===== src/rtl/img_seq_pkg.sv =====
// Shared types and helpers for the image sequencer (img_seq_ctl, img_seq_slide_tmr).
package img_seq_pkg;

    localparam logic [1:0] ST_BOOT  = 2'd0;
    localparam logic [1:0] ST_IDLE  = 2'd1;
    localparam logic [1:0] ST_ISSUE = 2'd2;
    localparam logic [1:0] ST_WAIT  = 2'd3;

    typedef enum logic [1:0] {
        BOOT  = ST_BOOT,
        IDLE  = ST_IDLE,
        ISSUE = ST_ISSUE,
        WAIT  = ST_WAIT
    } state_e;

    // Command code is {decr, incr}; both bits set behaves like "here".
    typedef logic [1:0] cmd_t;
    localparam cmd_t CMD_HERE = 2'b00;
    localparam cmd_t CMD_INC  = 2'b01;
    localparam cmd_t CMD_DEC  = 2'b10;

    // Start sector of the last image; the target when decrementing past image 0.
    function automatic logic [63:0] wrap_addr(input logic [63:0] base,
                                              input logic [63:0] step,
                                              input int unsigned num);
        return base + 64'(num - 1) * step;
    endfunction

endpackage


===== src/rtl/img_seq_slide_tmr.sv =====
// Slideshow period counter: runs while en, clears on clr, flags the last cycle of the period.
module img_seq_slide_tmr
    import img_seq_pkg::*;
#(
    parameter int unsigned SLIDE_CYC = 50_000_000
) (
    input  logic clk,
    input  logic rst_n,
    input  logic clr,
    input  logic en,
    output logic expire
);

    localparam int unsigned CNT_W = (SLIDE_CYC > 1) ? $clog2(SLIDE_CYC) : 1;
    localparam logic [CNT_W-1:0] LAST = CNT_W'(SLIDE_CYC - 1);

    logic [CNT_W-1:0] cnt;

    assign expire = en && (cnt == LAST);

    always_ff @(posedge clk) begin
        if (!rst_n || clr) begin
            cnt <= '0;
        end else if (en) begin
            cnt <= expire ? '0 : cnt + 1'b1;
        end
    end

endmodule


===== src/rtl/img_seq_ctl.sv =====
// Picture sequencer: turns incr/decr/here commands into SD load requests.
// Optional slideshow auto-advance is enabled by defining IMG_SEQ_SLIDESHOW_EN.
module img_seq_ctl
    import img_seq_pkg::*;
#(
    parameter int unsigned NUM_IMG      = 16,
    parameter logic [31:0] IMG_BASE     = 32'd2048,
    parameter logic [31:0] SECT_PER_IMG = 32'd300,
    parameter int unsigned ADDR_W       = 32,
    parameter int unsigned IDX_W        = 4,
    parameter int unsigned SLIDE_CYC    = 50_000_000
) (
    input  logic              clk,
    input  logic              rst_n,
    input  logic              ctl_valid,
    output logic              ctl_ready,
    input  logic              ctl_incr,
    input  logic              ctl_decr,
    output logic              ld_valid,
    input  logic              ld_ready,
    output logic [ADDR_W-1:0] ld_addr,
    output logic [ADDR_W-1:0] ld_cnt,
    input  logic              ld_done,
    input  logic              ld_err,
    output logic [IDX_W-1:0]  cur_idx,
    output logic              busy,
    output logic              err
);

    localparam logic [IDX_W-1:0]  LAST_IDX  = IDX_W'(NUM_IMG - 1);
    localparam logic [ADDR_W-1:0] BASE_ADDR = ADDR_W'(IMG_BASE);
    localparam logic [ADDR_W-1:0] STEP      = ADDR_W'(SECT_PER_IMG);
    localparam logic [ADDR_W-1:0] LAST_ADDR = ADDR_W'(wrap_addr(64'(IMG_BASE), 64'(SECT_PER_IMG), NUM_IMG));

    state_e state;
    logic   slide_exp;
    logic   accept;
    logic   go;
    cmd_t   cmd;

`ifdef IMG_SEQ_SLIDESHOW_EN
    img_seq_slide_tmr #(
        .SLIDE_CYC (SLIDE_CYC)
    ) u_slide_tmr (
        .clk    (clk),
        .rst_n  (rst_n),
        .clr    ((state != IDLE) || accept),
        .en     (state == IDLE),
        .expire (slide_exp)
    );
`else
    assign slide_exp = 1'b0;
`endif

    // On expiry the port reads not-ready unless a command is present, in which case it wins.
    assign ctl_ready = (state == IDLE) && !(slide_exp && !ctl_valid);
    assign accept    = ctl_valid && ctl_ready;
    assign go        = accept || slide_exp;
    assign cmd       = accept ? {ctl_decr, ctl_incr} : CMD_INC;

    assign ld_valid = (state == ISSUE);
    assign busy     = (state == WAIT);
    assign ld_cnt   = STEP;

    always_ff @(posedge clk) begin
        if (!rst_n) begin
            state   <= BOOT;
            cur_idx <= '0;
            ld_addr <= BASE_ADDR;
            err     <= 1'b0;
        end else begin
            case (state)
                BOOT: state <= ISSUE;
                IDLE: begin
                    if (accept) begin
                        err <= 1'b0;
                    end
                    if (go) begin
                        case (cmd)
                            CMD_INC: begin
                                if (cur_idx == LAST_IDX) begin
                                    cur_idx <= '0;
                                    ld_addr <= BASE_ADDR;
                                end else begin
                                    cur_idx <= cur_idx + 1'b1;
                                    ld_addr <= ld_addr + STEP;
                                end
                                state <= ISSUE;
                            end
                            CMD_DEC: begin
                                if (cur_idx == '0) begin
                                    cur_idx <= LAST_IDX;
                                    ld_addr <= LAST_ADDR;
                                end else begin
                                    cur_idx <= cur_idx - 1'b1;
                                    ld_addr <= ld_addr - STEP;
                                end
                                state <= ISSUE;
                            end
                            default: ;
                        endcase
                    end
                end
                ISSUE: begin
                    // ld_done before our own handshake belongs to a pre-reset load.
                    if (ld_ready) begin
                        if (ld_done) begin
                            state <= IDLE;
                            err   <= ld_err;
                        end else begin
                            state <= WAIT;
                        end
                    end
                end
                WAIT: begin
                    if (ld_done) begin
                        state <= IDLE;
                        err   <= ld_err;
                    end
                end
                default: state <= BOOT;
            endcase
        end
    end

endmodule


===== config.mk =====
export PLATFORM = sky130hd
export DESIGN_NAME = img_seq_ctl
export DESIGN_NICKNAME = d
export VERILOG_FILES = /design/src/rtl/img_seq_pkg.sv /design/src/rtl/img_seq_slide_tmr.sv /design/src/rtl/img_seq_ctl.sv
export SDC_FILE = /design/constraint.sdc
export NUM_CORES = 1
export LEC_CHECK = 0
export ABC_CLOCK_PERIOD_IN_PS = 2760
export BUFFER_PORTS_ARGS = -buffer_cell sky130_fd_sc_hd__clkbuf_2
export CORE_MARGIN = 2
export CORE_UTILIZATION = 54
export DETAILED_ROUTE_END_ITERATION = 8
export PLACE_DENSITY = 0.81
export SLEW_MARGIN = 40
export SYNTH_ARGS = -nofsm -noshare
export SYNTH_HDL_FRONTEND = slang
export SYNTH_HIERARCHICAL = 1
export SYNTH_SLANG_ARGS = --single-unit

===== constraint.sdc =====
create_clock -name clk -period 2.76 [get_ports clk]
set_input_delay 0.828 -clock clk [delete_from_list [all_inputs] [get_ports clk]]
set_output_delay 0.828 -clock clk [all_outputs]
set_load 0.005 [all_outputs]

---- Yosys cells after proc, flatten, opt, wreduce, memory -nomap -nowiden ----
Index checks and enable logic that the tools add are counted.
cells by class
  add/subtract/negate cells ............... 4
  multipliers ............................. 0
  divide/modulo/power cells ............... 0
  order comparisons ....................... 0
  equal/unequal tests ..................... 10
  shift-type cells ........................ 0
  muxes and demuxes ....................... 17
  bitwise logic cells ..................... 0
  reductions and logical operators ........ 9
operators with widths
  cell                     count
  $mux W32                 2
  $pmux W32 S2             1
  $add A32 B9 Y32 const B  1
  $sub A32 B9 Y32 const B  1
  $mux W2                  6
  $mux W4                  2
  $pmux W2 S4              1
  $pmux W4 S2              1
  $eq A2 B2 Y1 const B     3
  $reduce_and A3 Y1        2
  $add A4 B1 Y4 const B    1
  $eq A2 B1 Y1 const B     2
  $eq A4 B4 Y1 const B     1
  $logic_not A4 Y1         1
  $ne A2 B1 Y1 const B     2
  $ne A2 B2 Y1 const B     2
  $reduce_and A4 Y1        1
  $sub A4 B1 Y4 const B    1
  $mux W1                  3
  $pmux W1 S3              1
  $reduce_bool A3 Y1       1
  $logic_not A2 Y1         1
  $reduce_bool A2 Y1       1
  $reduce_or A2 Y1         1
  $logic_and A1 B1 Y1      1
storage, ports and cells
  flip-flop bits (word level) ............. 39
  bits in latches ......................... 0
  RAM bits ................................ 0
  memory bits (read-only) ................. 0
  input port bits ......................... 8
  output and inout port bits .............. 72
  logic and storage cells ................. 44
  memories ................................ 0

---- Logic depth before layout (Yosys ltp) ----
Gate-level depths: netlist of run 1.
  depth after elaboration ................. 8
  depth in mapped cells ................... 12
  gate-level depth less buffers ........... 10

---- Worst setup path before layout of run 1 ----
OpenSTA, ideal clock, no wires.
  kind .................................... input port to flip-flop
  start ................................... in ctl_decr
  end ..................................... reg ld_addr[27]
  setup time .............................. 74 ps
  arrival ................................. 2,461 ps
  data required time ...................... 2,686 ps
  slack ................................... 225 ps
  stages on the path ...................... 8
  buffers on the path ..................... 1
  cell sequence ........................... and3_1 ha_1 nor2b_1 and2_1 clkbuf_1 nand3_1 or4_1 a31oi_1
on the way
  cells in the longest elaborated chain, start to end .. 4
  elaborated cells between the ends (all ways) .. 6
  classes of those cells .................. eq/ne (2); mux (2); reduce/logical (2)
ends and longest elaborated chain
  element                                              line               source
  from (decl)                                          img_seq_ctl.sv:18  input logic ctl_decr,
  $mux W2 (*)                                          img_seq_ctl.sv:59  assign cmd = accept ? {ctl_decr, ctl_incr} : CMD_INC;
  $eq A2 B2 Y1 / $eq A2 B1 Y1 (equally long branches)  img_seq_ctl.sv:79  case (cmd)
  $reduce_bool A2 Y1 (no line)                         n/a
  $reduce_and A3 Y1 (no line)                          n/a
  to (signal assigned)                                 img_seq_ctl.sv:86  ld_addr <= ld_addr + STEP;
  to (signal assigned)                                 img_seq_ctl.sv:96  ld_addr <= ld_addr - STEP;
  to (decl)                                            img_seq_ctl.sv:21  output logic [ADDR_W-1:0] ld_addr,
Mark *: on every way between the ends. The rest lies on a longest branch, timed or not.
A chain may end at the register's enable or synchronous reset.

---- Worst setup path in the final report of run 1 ----
  start ................................... reg ld_addr[10]
  end ..................................... reg ld_addr[27]
on the way
  cells in the longest elaborated chain, start to end .. 3
  elaborated cells between the ends (all ways) .. 5
  classes of those cells .................. add/sub (2); mux (3)
ends and longest elaborated chain
  element                                                    line
  $sub A32 B9 Y32 / $add A32 B9 Y32 (equally long branches)  img_seq_ctl.sv:96, img_seq_ctl.sv:86
  $mux W32, on equally long branches                         img_seq_ctl.sv:91, img_seq_ctl.sv:81
  $pmux W32 S2 (*)                                           img_seq_ctl.sv:79
Marked as above.

==> results of run 1 <==
-- how the worst min path moves through the flow --
stage | from | end | slack [ns] | cells after the start
after CTS | err$_SDFFE_PN0P_ | err$_SDFFE_PN0P_ | 0.49 | 2
after detailed placement | err$_SDFFE_PN0P_ | err$_SDFFE_PN0P_ | 0.48 | 2
after global placement | err$_SDFFE_PN0P_ | err$_SDFFE_PN0P_ | 0.46 | 2
final | err$_SDFFE_PN0P_ | err$_SDFFE_PN0P_ | 0.49 | 2
after global routing | err$_SDFFE_PN0P_ | err$_SDFFE_PN0P_ | 0.55 | 2
after floorplan | err$_SDFFE_PN0P_ | err$_SDFFE_PN0P_ | 0.46 | 2
-- stage by stage --
| stage | hold slack, ns | utilization (%) | area [sq um] | power, W |
|---|---|---|---|---|
| 6_report | 0.489 | 63.0 | 3680 | 0.00123 |
| 2_1_floorplan | 0.460 | - | 3360 | 0.000658 |
| 4_1_cts | 0.489 | 62.9 | 3680 | 0.00122 |
| 3_5_place_dp | 0.477 | 60.6 | 3550 | 0.000658 |
| 3_3_place_gp | 0.457 | 60.6 | 3550 | 0.000656 |
| 5_1_grt | 0.546 | 63.0 | 3680 | 0.00126 |
-- cell type report --
| class | count | area (sq um) |
|---|---|---|
| sequential | 37 | 741 |
| clock buffer | 5 | 68.8 |
| tap | 75 | 93.8 |
| inverter | 7 | 26.3 |
| clock inverter | 3 | 65.1 |
| timing repair buffer | 79 | 493 |
| fill | 550 | 2170 |
| multi-input combinational | 373 | 2200 |
-- kinds of logic (layout without fill, tap and decap cells) --
| group | count (synthesis) | count (layout) | synth area share, % |
|---|---|---|---|
| buf+inv | 78 | 94 | 13.3 |
| compound gates | 150 | 150 | 30.6 |
| simple gates | 173 | 173 | 27.9 |
| fa+ha+maj | 5 | 5 | 1.93 |
| xor+xnor | 6 | 6 | 1.62 |
| mux | 5 | 5 | 1.62 |
| other cells | 2 | 34 | 0.232 |
| flops | 37 | 37 | 22.8 |
-- worst min-delay path, cell delays in order (launching register included) --
cell and delay [ns]:
sky130_fd_sc_hd__dfxtp_1 0.32, sky130_fd_sc_hd__nand3_1 0.07, sky130_fd_sc_hd__a21oi_1 0.05
-- timing repair --
action | CTS | global route
gates resized for setup | 0 | 2
endpoints found under the hold margin | 0 | 0
buffers inserted | 0 | 0
setup endpoints to repair | 0 | 7
-- metal layers --
metal	vias up	routed length [um]	global-route usage [%]
met1	1745	4060	40.0
li1	1748	-	-
met2	273	4550	47.9
met3	43	993	6.15
met5	-	0	0
met4	0	310	13.7
-- cells in the final DEF, fill, tap and decap left out, drive strengths merged, types with 4 or more instances in the layout --
cell type,n
and3,4
o22ai,5
buf,34
a21o,5
clkbuf,50
and2,4
o21a,5
dfxtp,37
a21oi,39
a221oi,4
o311ai,4
nor4,11
o21ai,29
o31a,4
nor2,29
conb,34
or3,7
nor3,15
inv,6
ha,5
o31ai,5
xor2,5
a211oi,7
nand2,42
nand4,13
nor2b,7
nand3,23
a31oi,12
-- flip-flops by register name (all words and copies together) (netlist names) --
name / flops
err: 1
ld_addr: 30
state: 2
cur_idx: 4
-- power by group --
| group | leakage, nW | switching (W) | internal (W) | total (W) |
|---|---|---|---|---|
| logic | 1.10 | 0.0000622 | 0.0000362 | 0.0000985 |
| registers | 0.299 | 0.0000121 | 0.000539 | 0.000551 |
| clock network | 0.0681 | 0.000218 | 0.000359 | 0.000577 |
==> results_dict.tcl, run 1 <==
set metrics [dict create \
    ys_ff_latch 37 \
    ys_dominant_reg_cell "sky130_fd_sc_hd__dfxtp_1" \
    die-width_um 81.5 \
    first_pass_iters 6 \
    htree_num_levels 2 \
    yosys.cell_types.count 67 \
    layout-drive-gt1-share_pct 19.6 \
    floorplan.initialDensity_pct 55.4 \
    setup.worst_path.end "ld_addr[27]$_SDFFE_PN0P_" \
    netlist.area_leader.share_pct 22.8 \
    holdBufCountCts 0 \
    finalCriticalPeriod_ns 2.54 \
    layout_worst_path_cycle_share_pct 91.8 \
    cts_tree "yes" \
    portBuffers 45 \
    static-leakage-power_nw 1.47 \
    syn_area_sq_mm 0.00324 \
    timing.final.hold_violations 0 \
    dp_cells 571 \
    grt_pass1_wl_um 15900 \
    slowest_stage "sky130_fd_sc_hd__nor4_2" \
    r2r.worst_path.cells 7 \
    die_h_um 81.5 \
    start_kind "flip-flop" \
    routed-via-count 3809 \
    antenna_left 0 \
    unrepaired_setup_endpoints_after_global_routing "no" \
    cp_delay_by_family_top "simple AND/OR/NAND/NOR gates" \
    drt_wl_total_um 9920 \
    worstSetupStartpoint "ld_addr[10]$_SDFFE_PN0P_" \
    ys_async_sr_fraction_pct 0 \
    net_count_reported_at_finish 516 \
    pre_cts_slack_ns 0.00678 \
    critical_path.cell_chain "nor4_2, buf_4, nand4_1, and3b_1, nand3_1, or4_1, a31oi_1" \
    cp.buffers_inverters 1 \
    synth_common_cells "42 x sky130_fd_sc_hd__nand2_1, 39 x sky130_fd_sc_hd__a21oi_1, 37 x sky130_fd_sc_hd__dfxtp_1, 34 x sky130_fd_sc_hd__buf_4, 33 x sky130_fd_sc_hd__clkbuf_1" \
    status "complete, no violations" \
    r2r-end "ld_addr[27]$_SDFFE_PN0P_" \
    synth.yosys.seq_area_share_pct 22.8 \
    clkSinkCount 37 \
    crit_type "reg -> reg" \
    tightestPinTransition_ns 0.583 \
    worst_path_largest_cell_delay_ns 0.56 \
    design.portCount 80 \
    regToRegStartpoint "ld_addr[10]$_SDFFE_PN0P_" \
    cts_made_buffers 5 \
    synth_enable_flop_cells 0 \
    summed_negative_setup_slack_over_all_endpoints_ns 0 \
    drcViolationCount 0 \
    post-synth-top-count-cell "sky130_fd_sc_hd__nand2_1" \
    number_of_antenna_violations_at_the_first_check_in_global_routing 0 \
    mean_number_of_vias_per_cell 6.58 \
    setup_viol 0 \
    first_global_vias 3312 \
    grt_start_max_net_pins 27 \
    layout-area-overhead-vs-synth_pct 13.6 \
    critical_path_arrival_ns 2.75 \
    post_detailed_route_wirelength_per_cell_um 17.1 \
    half_perimeter_wire_length_of_the_detailed_placement_result_um 7090 \
    power_per_cell_area_mw_per_mm2 333 \
    core_region_area_sq_mm 0.00585 \
    fp-row-count 28 \
    finClkSkew_ns 0.00475 \
    setup_slack_ns 0.225 \
    overflow 0 \
    insertion_delay_ns 0.29 \
    die-area_sq_mm 0.00664 \
    synthesis.instances 456 \
    r2r_setup_slack_ns 0.22 \
    global_route.usage.total_pct 30.4 \
    path_depth 7 \
    cts_root_buf "sky130_fd_sc_hd__clkbuf_8" \
    ys_warn_count 6 \
    end_kind "flip-flop" \
    hold_path_class "reg -> reg" \
    yosys-top-cells-area "sky130_fd_sc_hd__dfxtp_1 23%, sky130_fd_sc_hd__buf_4 7.9%, sky130_fd_sc_hd__a21oi_1 6.0%" \
    ir_drop_v 0.000254 \
    worst_ep_required_time_ns 2.97 \
    synth_area_leader "sky130_fd_sc_hd__dfxtp_1" \
    max_fclk_ghz 0.394 \
    final_cell_count_no_fill 579 \
    relSlewSlack_pct 60.8 \
    slew_violations 0 \
    syn_avg_cell_area_sq_um 7.11 \
    max-cap-violations 0 \
    gp_congestion 1.01 \
    worst_setup_hold_path_clk_slew_ns 0.08 \
    insertedDiodeCount 0 \
    first_iter_violations 544 \
    cts.path.max_buffers 2 \
    critical_path.max_fanout 15 \
]
Note: power is estimated with default switching activity, not from simulation.
==> run 2: changes to the inputs <==
--- a/config.mk
+++ b/config.mk
@@ -5,7 +5,7 @@
 export SDC_FILE = /design/constraint.sdc
 export NUM_CORES = 1
 export LEC_CHECK = 0
-export ABC_CLOCK_PERIOD_IN_PS = 2760
+export ABC_CLOCK_PERIOD_IN_PS = 2400
 export BUFFER_PORTS_ARGS = -buffer_cell sky130_fd_sc_hd__clkbuf_2
 export CORE_MARGIN = 2
 export CORE_UTILIZATION = 54
==> constraint.sdc (replaced) <==
create_clock -name clk -period 2.4 [get_ports clk]
set_input_delay 0.72 -clock clk [delete_from_list [all_inputs] [get_ports clk]]
set_output_delay 0.72 -clock clk [all_outputs]
set_load 0.005 [all_outputs]
==> run 2 against run 1 <==
Maximum frequency grew 11%. Register-to-register slack lost 0.10 ns. Global-route usage grew 0.81 points. Clock power shrank 20%. Combinational power grew 35%. Cell area grew 6.4%. Wire length grew 2.9%. Sequential cell count is the same. Largest cell class unchanged. Highest routed layer unchanged.
==> results_dict.tcl, run 2 (synthesis gave the netlist of run 1 again) <==
set metrics [dict create \
    cts_root_buf "sky130_fd_sc_hd__clkbuf_8" \
    htree_num_levels 2 \
    first_global_vias 3400 \
    dp_cells 604 \
    insertedDiodeCount 0 \
    end_kind "flip-flop" \
    wirelength_met1_um 4330 \
    detailed_place.area_sq_mm 0.00379 \
    overflow 0 \
    finClkSkew_ns 0.00307 \
    largest_register_ff_count 30 \
    max-cap-violations 0 \
    half_perimeter_wire_length_of_the_detailed_placement_result_um 7470 \
    die-width_um 81.5 \
    grt_start_max_net_pins 21 \
    final_common_cell "sky130_fd_sc_hd__buf_4" \
    r2r.worst_path.cells 10 \
    critical_path.cell_chain "inv_1, ha_1, or3b_2, nand2_1, buf_4, buf_4, nor2_1, a31o_2, a21oi_1, nor3_1" \
    critical_path.max_fanout 6 \
    worst_ep_required_time_ns 2.58 \
    drt_wl_total_um 10200 \
    max_fclk_ghz 0.440 \
    unrepaired_setup_endpoints_after_global_routing "no" \
    ir_drop_v 0.000316 \
    die_h_um 81.5 \
    drcViolationCount 0 \
    portBuffers 45 \
    met2_wirelength_um 4650 \
    core_region_area_sq_mm 0.00585 \
    routed-via-count 3904 \
    worst_path_largest_cell_delay_ns 0.47 \
    final_cell_count_no_fill 611 \
    finalCriticalPeriod_ns 2.28 \
    cp_delay_by_family_top "simple AND/OR/NAND/NOR gates" \
    cts.path.max_buffers 2 \
    setup_viol 0 \
    net_count_reported_at_finish 549 \
    final_instance_area_sq_mm 0.00392 \
    cp.buffers_inverters 3 \
    first_iter_violations 389 \
    global_route.usage.total_pct 31.2 \
    slowest_stage "sky130_fd_sc_hd__or3b_2" \
    antenna_left 0 \
    timing.final.hold_violations 0 \
    worst_setup_hold_path_clk_slew_ns 0.08 \
    static-leakage-power_nw 1.60 \
    hold_path_class "reg -> reg" \
    gp_congestion 1.01 \
    registers.top_by_ff_count "ld_addr" \
    clkSinkCount 37 \
    setup.worst_path.end "ld_addr[19]$_SDFFE_PN0P_" \
    number_of_antenna_violations_at_the_first_check_in_global_routing 0 \
    cts_tree "yes" \
    path_depth 10 \
    start_kind "flip-flop" \
    slew_violations 0 \
    crit_type "reg -> reg" \
    power_per_cell_area_mw_per_mm2 313 \
    regToRegStartpoint "cur_idx[1]$_SDFFE_PN0P_" \
    fillerInstances 526 \
    status "complete, no violations" \
    layout_common_cells "66 x sky130_fd_sc_hd__buf_4, 45 x sky130_fd_sc_hd__clkbuf_2, 42 x sky130_fd_sc_hd__nand2_1" \
    r2r_setup_slack_ns 0.12 \
    cts_made_buffers 5 \
    layout-drive-gt1-share_pct 25.0 \
    met3_length_um 923 \
    critical_path_arrival_ns 2.46 \
    reg_top3 "ld_addr (30), cur_idx (4), state (2)" \
    grt_pass1_wl_um 16300 \
    r2r-end "ld_addr[19]$_SDFFE_PN0P_" \
    die-area_sq_mm 0.00664 \
    routed.top_layer "met4" \
    final_layout_worst_hold_slack_ns 0.501 \
    layout_worst_path_cycle_share_pct 94.8 \
    critical-path-top-cell-by-count "sky130_fd_sc_hd__buf_4" \
    fp-row-count 28 \
    insertion_delay_ns 0.29 \
    mean_number_of_vias_per_cell 6.39 \
    first_pass_iters 5 \
    floorplan.initialDensity_pct 55.4 \
    post_detailed_route_wirelength_per_cell_um 16.7 \
    design.portCount 80 \
    layout-area-overhead-vs-synth_pct 20.8 \
    worstSetupStartpoint "cur_idx[1]$_SDFFE_PN0P_" \
    holdBufCountCts 0 \
]
==> run 2: timing repair <==
item | 4_1_cts | 5_1_grt
hold endpoints to repair | 0 | 0
resized for setup | 1 | 8
pin swaps | 0 | 0
setup endpoints to repair | 1 | 11
setup buffers | 0 | 0
==> run 2: layout make-up <==
type / instances / area, sq um / area share (%)
flip-flops and latches: 37 / 741 / 18.9
clock buffers: 7 / 86.3 / 2.20
inverters: 7 / 26.3 / 0.671
well taps: 75 / 93.8 / 2.40
repair buffers: 112 / 741 / 18.9
multi-input cells: 373 / 2230 / 56.9
==> run 2: worst min path at each step <==
stage / cells past startpoint / start / endpoint
floorplan: 2 / err$_SDFFE_PN0P_ / err$_SDFFE_PN0P_
global placement: 2 / err$_SDFFE_PN0P_ / err$_SDFFE_PN0P_
detailed placement: 2 / err$_SDFFE_PN0P_ / err$_SDFFE_PN0P_
CTS: 2 / err$_SDFFE_PN0P_ / err$_SDFFE_PN0P_
global route: 2 / err$_SDFFE_PN0P_ / err$_SDFFE_PN0P_
finish: 2 / err$_SDFFE_PN0P_ / err$_SDFFE_PN0P_
==> run 2: per-stage QoR <==
step	utilization [%]	setup WS (ns)	power (W)	setup TNS (ns)
finish	67.0	0.125	0.00123	0
global route	67.0	0.00914	0.00126	0
CTS	66.4	0.0799	0.00122	0
detailed placement	64.8	-0.185	0.000770	-1.22
global placement	64.8	-0.0777	0.000768	-0.475
floorplan	-	0.0682	0.000757	0
==> run 2: report_power, final <==
part,switching [W],internal (W)
clock,0.000235,0.000228
sequential,0.0000108,0.000620
combinational,0.0000790,0.0000536
==> run 2: metal layers <==
layer,up-vias,global-route usage (%)
li1,1807,-
met3,37,5.38
met5,-,0
met2,263,49.8
met4,0,12.2
met1,1797,41.8
==> run 2: tightest hold or removal path, delay by kind of cell (launching register included) <==
kind | cells | cell delay, ns
AO/OA/AOI/OAI | 1 | 0.06
flip-flops | 1 | 0.32
AND/OR/NAND/NOR | 1 | 0.07
